`config.mk`:
```
export PLATFORM = sky130hd
export DESIGN_NAME = fcb_param_loader
export DESIGN_NICKNAME = d
export VERILOG_FILES = /design/src/rtl/fcb_param_loader.sv
export SDC_FILE = /design/constraint.sdc
export NUM_CORES = 1
export LEC_CHECK = 0
export CORE_ASPECT_RATIO = 1.75
export CORE_MARGIN = 5
export CORE_UTILIZATION = 40
export DETAILED_ROUTE_END_ITERATION = 7
export GPL_ROUTABILITY_DRIVEN = 0
export PLACE_DENSITY = 0.7
export SETUP_SLACK_MARGIN = 0.15
export SLEW_MARGIN = 0
export SYNTH_ARGS = -nofsm -noshare
export SYNTH_HDL_FRONTEND = slang
export SYNTH_SLANG_ARGS = --single-unit
```
`constraint.sdc`:
```
create_clock -name clk -period 2.54 [get_ports clk]
set_input_delay 0.381 -clock clk [delete_from_list [all_inputs] [get_ports clk]]
set_output_delay 0.381 -clock clk [all_outputs]
set_load 0.02 [all_outputs]
```
`src/rtl/fcb_param_loader.sv`:
```
// Streams weight and bias words from the processor side into one FC datapath:
// weights go to the one-hot weight memories in order, then biases go to the bias FIFO.
module fcb_param_loader #(
    parameter int DATA_WIDTH      = 32,
    parameter int ADDRESS_BITS    = 15,
    parameter int IFM_DEPTH       = 80,
    parameter int ADDRESS_SIZE_WM = $clog2(IFM_DEPTH),
    parameter int NUMBER_OF_WM    = 10
) (
    input  logic                    clk,
    input  logic                    reset,
    input  logic                    start,
    input  logic                    abort,
    input  logic [DATA_WIDTH-1:0]   in_data,
    input  logic                    in_valid,
    output logic                    in_ready,
    output logic [DATA_WIDTH-1:0]   riscv_data,
    output logic [ADDRESS_BITS-1:0] riscv_address,
    output logic [NUMBER_OF_WM-1:0] wm_enable_write,
    output logic                    bm_enable_write,
    output logic                    wm_addr_sel,
    output logic                    busy,
    output logic                    done
);
    // state  | meaning
    // IDLE   | no load; compute side owns the weight address
    // LOAD_W | accepting weight words, memory by memory
    // LOAD_B | accepting bias words, pushed to the bias FIFO

    localparam int MEM_BITS = (NUMBER_OF_WM > 1) ? $clog2(NUMBER_OF_WM) : 1;
    localparam logic [ADDRESS_SIZE_WM-1:0] ADDR_LAST = ADDRESS_SIZE_WM'(IFM_DEPTH - 1);
    localparam logic [MEM_BITS-1:0]        MEM_LAST  = MEM_BITS'(NUMBER_OF_WM - 1);

    typedef enum logic [1:0] {
        IDLE   = 2'd0,
        LOAD_W = 2'd1,
        LOAD_B = 2'd2
    } state_t;

    state_t                     state;
    logic [ADDRESS_SIZE_WM-1:0] addr;
    logic [MEM_BITS-1:0]        mem;
    logic [MEM_BITS-1:0]        bidx;
    logic                       accept;

    assign in_ready    = (state != IDLE);
    assign accept      = in_valid && in_ready;
    // busy stays high through the cycle carrying the final strobe
    assign wm_addr_sel = ~busy;

    always_ff @(posedge clk or negedge reset) begin
        if (!reset) begin
            state           <= IDLE;
            addr            <= '0;
            mem             <= '0;
            bidx            <= '0;
            riscv_data      <= '0;
            riscv_address   <= '0;
            wm_enable_write <= '0;
            bm_enable_write <= 1'b0;
            busy            <= 1'b0;
            done            <= 1'b0;
        end else begin
            wm_enable_write <= '0;
            bm_enable_write <= 1'b0;
            done            <= 1'b0;
            if (abort && state != IDLE) begin
                state <= IDLE;
                busy  <= 1'b0;
                addr  <= '0;
                mem   <= '0;
                bidx  <= '0;
            end else begin
                case (state)
                    IDLE: begin
                        busy <= 1'b0;
                        if (start && !abort) begin
                            state <= LOAD_W;
                            busy  <= 1'b1;
                            addr  <= '0;
                            mem   <= '0;
                            bidx  <= '0;
                        end
                    end
                    LOAD_W: begin
                        if (accept) begin
                            riscv_data      <= in_data;
                            riscv_address   <= ADDRESS_BITS'(addr);
                            wm_enable_write <= NUMBER_OF_WM'(1) << mem;
                            if (addr == ADDR_LAST) begin
                                addr <= '0;
                                if (mem == MEM_LAST) begin
                                    mem   <= '0;
                                    state <= LOAD_B;
                                end else begin
                                    mem <= mem + 1'b1;
                                end
                            end else begin
                                addr <= addr + 1'b1;
                            end
                        end
                    end
                    LOAD_B: begin
                        if (accept) begin
                            riscv_data      <= in_data;
                            riscv_address   <= ADDRESS_BITS'(bidx);
                            bm_enable_write <= 1'b1;
                            if (bidx == MEM_LAST) begin
                                bidx  <= '0;
                                state <= IDLE;
                                done  <= 1'b1;
                            end else begin
                                bidx <= bidx + 1'b1;
                            end
                        end
                    end
                    default: begin
                        state <= IDLE;
                        busy  <= 1'b0;
                    end
                endcase
            end
        end
    end

endmodule

```
==> impl_metrics.yaml, run 1 <==
yosys:
  ys_seq_area_share_pct: 55.0
  syn_area_per_cell_um2: 11.6
  async_reset_ff_share_pct: 100
  ys_types: 45
  netlist_instances: 271
  yosys_most_used_dff: "dfrtp_1"
  synthesis.area_mm2: 0.00314
  yosys_warnings: 0
  synth_edf_count: 0
  yosys_register_bits: 69
setup_path:
  crit_type: "reg2out"
  reg2reg_depth: 7
  r2r-end: "addr[4]$_DFFE_PN0P_"
  arrival_ps: 1860
  cp.depth: 4
  slowest_delay_ps: 620
  path_buf_inv: 3
  crit_path_top_delay_cell: "clkdlybuf4s50_1"
  reg2reg_slack_ps: 460
  r2r-start: "state[1]$_DFFE_PN0P_"
  cp-end-kind: "output pin"
  cp_cell_sequence: "inv_1 > ha_1 > inv_2 > clkdlybuf4s50_1"
  start_kind: "flip-flop"
  cpLargestDelayFamily: "buffers and inverters"
  cp_data_required_time_ps: 2160
  worstPathMaxFanout: 7
clocking:
  cts_hold_buf: 0
  cts_root_buffer: "clkbuf_16"
  cts.clk_slew.worst_paths_ps: 50
  clock_sinks: 69
  numCtsBuffers: 9
  cts_resized: 0
  tritoncts: "done"
  cts_buffer_depth: 2
  ctsHtreeMaxLevel: 3
  clock_latency_ps: 330
  postCtsSetupBuffers: 0
detailed_routing:
  wl_met2_um: 3900
  m1WireLength_um: 2790
  vias: 2369
  routed.top_layer: "met4"
  avgViaCountPerCell: 5.15
  drc_errors: 0
  ant_nets: 0
  drt_iter0_drc: 109
  firstDrtPassIters: 4
  wl_per_cell_um: 15.9
  met3_length_um: 444
  wl_um: 7320
floorplan:
  fp.dieW_um: 77.0
  num_rows: 42
  start_util_pct: 41.2
  die_h_um: 127
  dieArea_mm2: 0.00979
  io_pins: 99
  coreArea_mm2: 0.00762
timing:
  setup_tns_ps: 0
  tightest_slew_ps: 692
  slew_viol_final: 0
  fmax_ghz: 0.446
  max_slew_margin_pct: 53.9
  min_period_ps: 2240
  finalCritPeriodShare_pct: 88.2
  finalSetupViolations: 0
  rsz0062_at_grt: "false"
  finalClockSkew_ps: 6.23
  hold_viol: 0
place:
  hpwl_um: 5620
  dp.cells: 444
  port_buffers: 90
layout:
  stdcell_count: 460
  final_cell_mix: "89 x clkdlybuf4s50_1, 69 x dfrtp_1, 31 x mux2_1"
  layout-drive-gt1-share_pct: 8.87
  utilization_pct: 57.9
  n_fill_cell: 659
  layout_commonest_cell: "clkdlybuf4s50_1"
  area_growth_pct: 40.4
  antenna_cells: 0
  fin_nets: 412
global_route:
  grtUsageTotal_pct: 15.7
  grt_pass1_wl_um: 12100
  grt_start_max_net_pins: 41
  grt_pass1_vias: 2384
  antenna_found_initial: 0
  grt-ovfl-total: 0
power_and_ir_drop:
  p_per_area_mw_per_mm2: 1160
  leakagePower_nw: 1.92
  ir_worst_vdd_v: 0.000687
outcome:
  status: "complete, no violations"
flow_run:
  drv_cap: 0
worst_hold_path:
  hold_path.class: "in2async"
==> cells in the mapped netlist, types with 2 or more instances <==
library cell  instances  area [µm²]
dfrtp_1              69        1730
mux2_1               31         349
o21ai_0              21         105
nand2_1              19        71.3
nor2_1               15        56.3
inv_1                12        45.0
a21oi_1               9        45.0
buf_4                 8        60.1
ha_1                  8         100
nand2b_1              6        37.5
nand3_1               6        30.0
o22ai_1               6        37.5
and3_1                5        31.3
o31ai_1               5        37.5
buf_6                 4        45.0
nor3_1                4        20.0
clkbuf_1              3        11.3
mux2_2                3        33.8
nand4_1               3        18.8
a22o_1                2        17.5
and2_1                2        12.5
buf_2                 2        10.0
nand3b_1              2        15.0
nor3b_1               2        15.0
o22a_1                2        17.5
or2b_1                2        15.0
or3_1                 2        12.5
==> power breakdown <==
part | switching [mW] | total [mW] | internal [mW]
logic | 1.18 | 2.25 | 1.06
clock network | 0.432 | 1.19 | 0.763
registers | 0.212 | 1.67 | 1.46
total | 1.83 | 5.11 | 3.28
==> worst max-delay path by stage <==
stage                    startpoint                        end  slack [ps]
5_1_grt        state[1]$_DFFE_PN0P_                   in_ready         180
4_1_cts        state[1]$_DFFE_PN0P_                   in_ready         290
3_5_place_dp                  abort        addr[4]$_DFFE_PN0P_         280
3_3_place_gp                  abort        addr[5]$_DFFE_PN0P_         420
2_1_floorplan  state[1]$_DFFE_PN0P_  riscv_data[0]$_DFFE_PN0P_         680
6_report       state[1]$_DFFE_PN0P_                   in_ready         300
==> cell families after synthesis <==
family / after synthesis / share of synthesized area [%]
AND/OR/NAND/NOR: 72 / 11.6
flip-flops: 69 / 55.0
AO/OA/AOI/OAI: 55 / 11.9
multiplexers: 35 / 12.5
buffers and inverters: 31 / 5.74
adder cells (fa/ha/maj): 8 / 3.19
other: 1 / 0.119
==> metal layers <==
metal	vias to the layer above	track usage [%]
met5	-	0
met4	0	8.40
met3	12	3.45
met2	88	27.2
met1	1132	17.8
li1	1137	-
==> stage by stage <==
| stage | hold WS [ps] | total power, mW | area [µm²] | setup slack [ps] |
|---|---|---|---|---|
| after floorplan | 85.4 | 2.99 | 3170 | 676 |
| after global placement | 459 | 3.91 | 4110 | 424 |
| after detailed placement | 459 | 3.97 | 4110 | 283 |
| after CTS | 108 | 5.19 | 4410 | 287 |
| after global routing | 150 | 5.43 | 4410 | 184 |
| final | 96.8 | 5.11 | 4410 | 299 |
==> sequential cells by signal, summed over array words and instances (netlist names) <==
register,cells
addr,7
bidx,4
state,2
done,1
wm_enable_write,10
riscv_data,32
bm_enable_write,1
riscv_address,7
busy,1
mem,4
==> layout make-up <==
type,count,area (µm²),share of cell area [%]
repair buffers,96,966,21.9
multi-input cells,178,1260,28.6
flip-flops and latches,69,1730,39.2
inverters,13,48.8,1.11
clock buffers,13,280,6.36
well taps,88,110,2.50
clock inverters,3,17.5,0.397
Note: power is estimated with default switching activity, not from simulation.
==> inputs of run 2 (changes only) <==
Settings changed: CORE_UTILIZATION 40 to 46, PLACE_DENSITY 0.7 to 0.79.
==> impl_metrics.yaml, run 2 (synthesized netlist as in run 1, its figures left out) <==
outcome:
  status: "complete, no violations"
global_route:
  grt_pass1_wl_um: 11900
  grtUsageTotal_pct: 18.2
  grt_start_max_net_pins: 70
  grt-ovfl-total: 0
  grt_pass1_vias: 2425
  antenna_found_initial: 0
layout:
  stdcell_count: 453
  n_fill_cell: 538
  ff_latch_area_mm2: 0.00173
  final_cell_mix: "89 x clkdlybuf4s50_1, 69 x dfrtp_1, 31 x mux2_1"
  layout_commonest_cell: "clkdlybuf4s50_1"
  design_area_mm2: 0.00439
  largest_reg_flops: 32
  fin_nets: 410
  antenna_cells: 0
  multi_input_area_mm2: 0.00126
  area_growth_pct: 39.6
  registers.top_by_ff_count: "riscv_data"
  layout-drive-gt1-share_pct: 7.32
  biggestRegsByFlops: "riscv_data: 32 flops, wm_enable_write: 10 flops"
clocking:
  cts.clk_slew.worst_paths_ps: 50
  cts_resized: 0
  ctsHtreeMaxLevel: 3
  tritoncts: "done"
  cts_hold_buf: 0
  clock_sinks: 69
  numCtsBuffers: 9
  cts_root_buffer: "clkbuf_16"
  cts_buffer_depth: 2
  clock_latency_ps: 320
  postCtsSetupBuffers: 0
floorplan:
  fp.dieW_um: 72.5
  dieArea_mm2: 0.00864
  io_pins: 99
  die_h_um: 119
  num_rows: 40
  start_util_pct: 46.5
  coreArea_mm2: 0.00676
power_and_ir_drop:
  pwr-share-clk_pct: 24.0
  pwr-share-comb_pct: 43.3
  ir_worst_vdd_v: 0.000652
  seq_power_share_pct: 32.7
  leakagePower_nw: 1.90
  power.total_mw: 5.14
  power_switching_mw: 1.82
  intPower_mw: 3.32
  sw_frac_of_total_pct: 35.4
  p_per_area_mw_per_mm2: 1170
place:
  hpwl_um: 5330
  dp.cells: 438
  dpl_cell_area_mm2: 0.00409
  port_buffers: 90
  dpl_worst_slack_ps: 303
detailed_routing:
  wl_um: 7220
  firstDrtPassIters: 6
  wl_per_cell_um: 15.9
  avgViaCountPerCell: 5.17
  ant_nets: 0
  vias: 2343
  drc_errors: 0
  drt_iter0_drc: 105
timing:
  fmax_ghz: 0.448
  setup_tns_ps: 0
  finalCritPeriodShare_pct: 87.9
  finalSetupViolations: 0
  rsz0062_at_grt: "false"
  slew_viol_final: 0
  fin_ws_ps: 307
  max_slew_margin_pct: 61.4
  min_period_ps: 2230
  tightest_slew_ps: 579
  hold_viol: 0
  finalClockSkew_ps: 3.59
setup_path:
  cp_cell_sequence: "inv_1 > ha_1 > inv_2 > clkdlybuf4s50_1"
  slowest_delay_ps: 620
  arrival_ps: 1850
  cp_data_required_time_ps: 2160
  start_kind: "flip-flop"
  cp-end-kind: "output pin"
  worstPathMaxFanout: 7
  crit_type: "reg2out"
  crit_path_top_delay_cell: "clkdlybuf4s50_1"
worst_hold_path:
  hold_path.class: "in2async"
flow_run:
  drv_cap: 0
## run 2: cell types whose count changed in the layout (fill, tap and decap cells not counted), sizes merged
cell      previous run  this run
bufinv               0         1
clkbuf              13        14
buf                  7         5
clkinv               2         0
clkinvlp             1         0
## run 2: cell type report
class | instances | share of cell area (%)
timing repair buffer | 94 | 21.7
sequential | 69 | 39.4
clock buffer | 14 | 6.02
multi-input combinational | 178 | 28.7
tap | 84 | 2.40
inverter | 13 | 1.11
clock inverter | 1 | 0.685
## run 2: power by group through the flow
| stage | Clock (mW) | Sequential, mW | Combinational (mW) |
|---|---|---|---|
| after floorplan | 0 | 2.04 | 0.950 |
| after global placement | 0 | 1.67 | 2.20 |
| after detailed placement | 0 | 1.70 | 2.24 |
| after CTS | 1.25 | 1.68 | 2.25 |
| after global routing | 1.31 | 1.74 | 2.41 |
| final | 1.23 | 1.68 | 2.23 |
## run 2: metrics by stage
| step | util (%) | hold slack, ps |
|---|---|---|
| 6_report | 64.9 | 71.6 |
| 5_1_grt | 64.9 | 94.9 |
| 4_1_cts | 64.9 | 77.9 |
| 3_5_place_dp | 60.6 | 429 |
| 3_3_place_gp | 60.6 | 428 |
| 2_1_floorplan | - | 85.4 |
## run 2: critical path, delay by kind of cell (launching register included)
kind                     cells  cell delay (ps)
buffers and inverters        3              840
adder cells (fa/ha/maj)      1              270
flip-flops                   1              410
## run 2: metal layers
| layer | GRT usage, % | wire length [µm] | vias to the layer above |
|---|---|---|---|
| met4 | 11.2 | 342 | 0 |
| met1 | 20.4 | 2670 | 1126 |
| met3 | 5.07 | 395 | 20 |
| met2 | 29.9 | 3820 | 72 |
| li1 | - | - | 1125 |
| met5 | 0 | 0 | - |
## run 2: final timing paths
| check | from | end | depth (start not counted) | slack, ps |
|---|---|---|---|---|
| worst max-delay path | state[1]$_DFFE_PN0P_ | in_ready | 4 | 310 |
| min in group clk | riscv_data[23]$_DFFE_PN0P_ | riscv_data[23]$_DFFE_PN0P_ | 1 | 480 |
| worst max register to register | addr[0]$_DFFE_PN0P_ | mem[0]$_DFFE_PN0P_ | 5 | 450 |
| max in group asynchronous | reset | riscv_data[23]$_DFFE_PN0P_ | 2 | 2180 |
| worst min register to register | riscv_data[23]$_DFFE_PN0P_ | riscv_data[23]$_DFFE_PN0P_ | 1 | 480 |
| worst min-delay path | reset | done$_DFF_PN0_ | 2 | 70 |
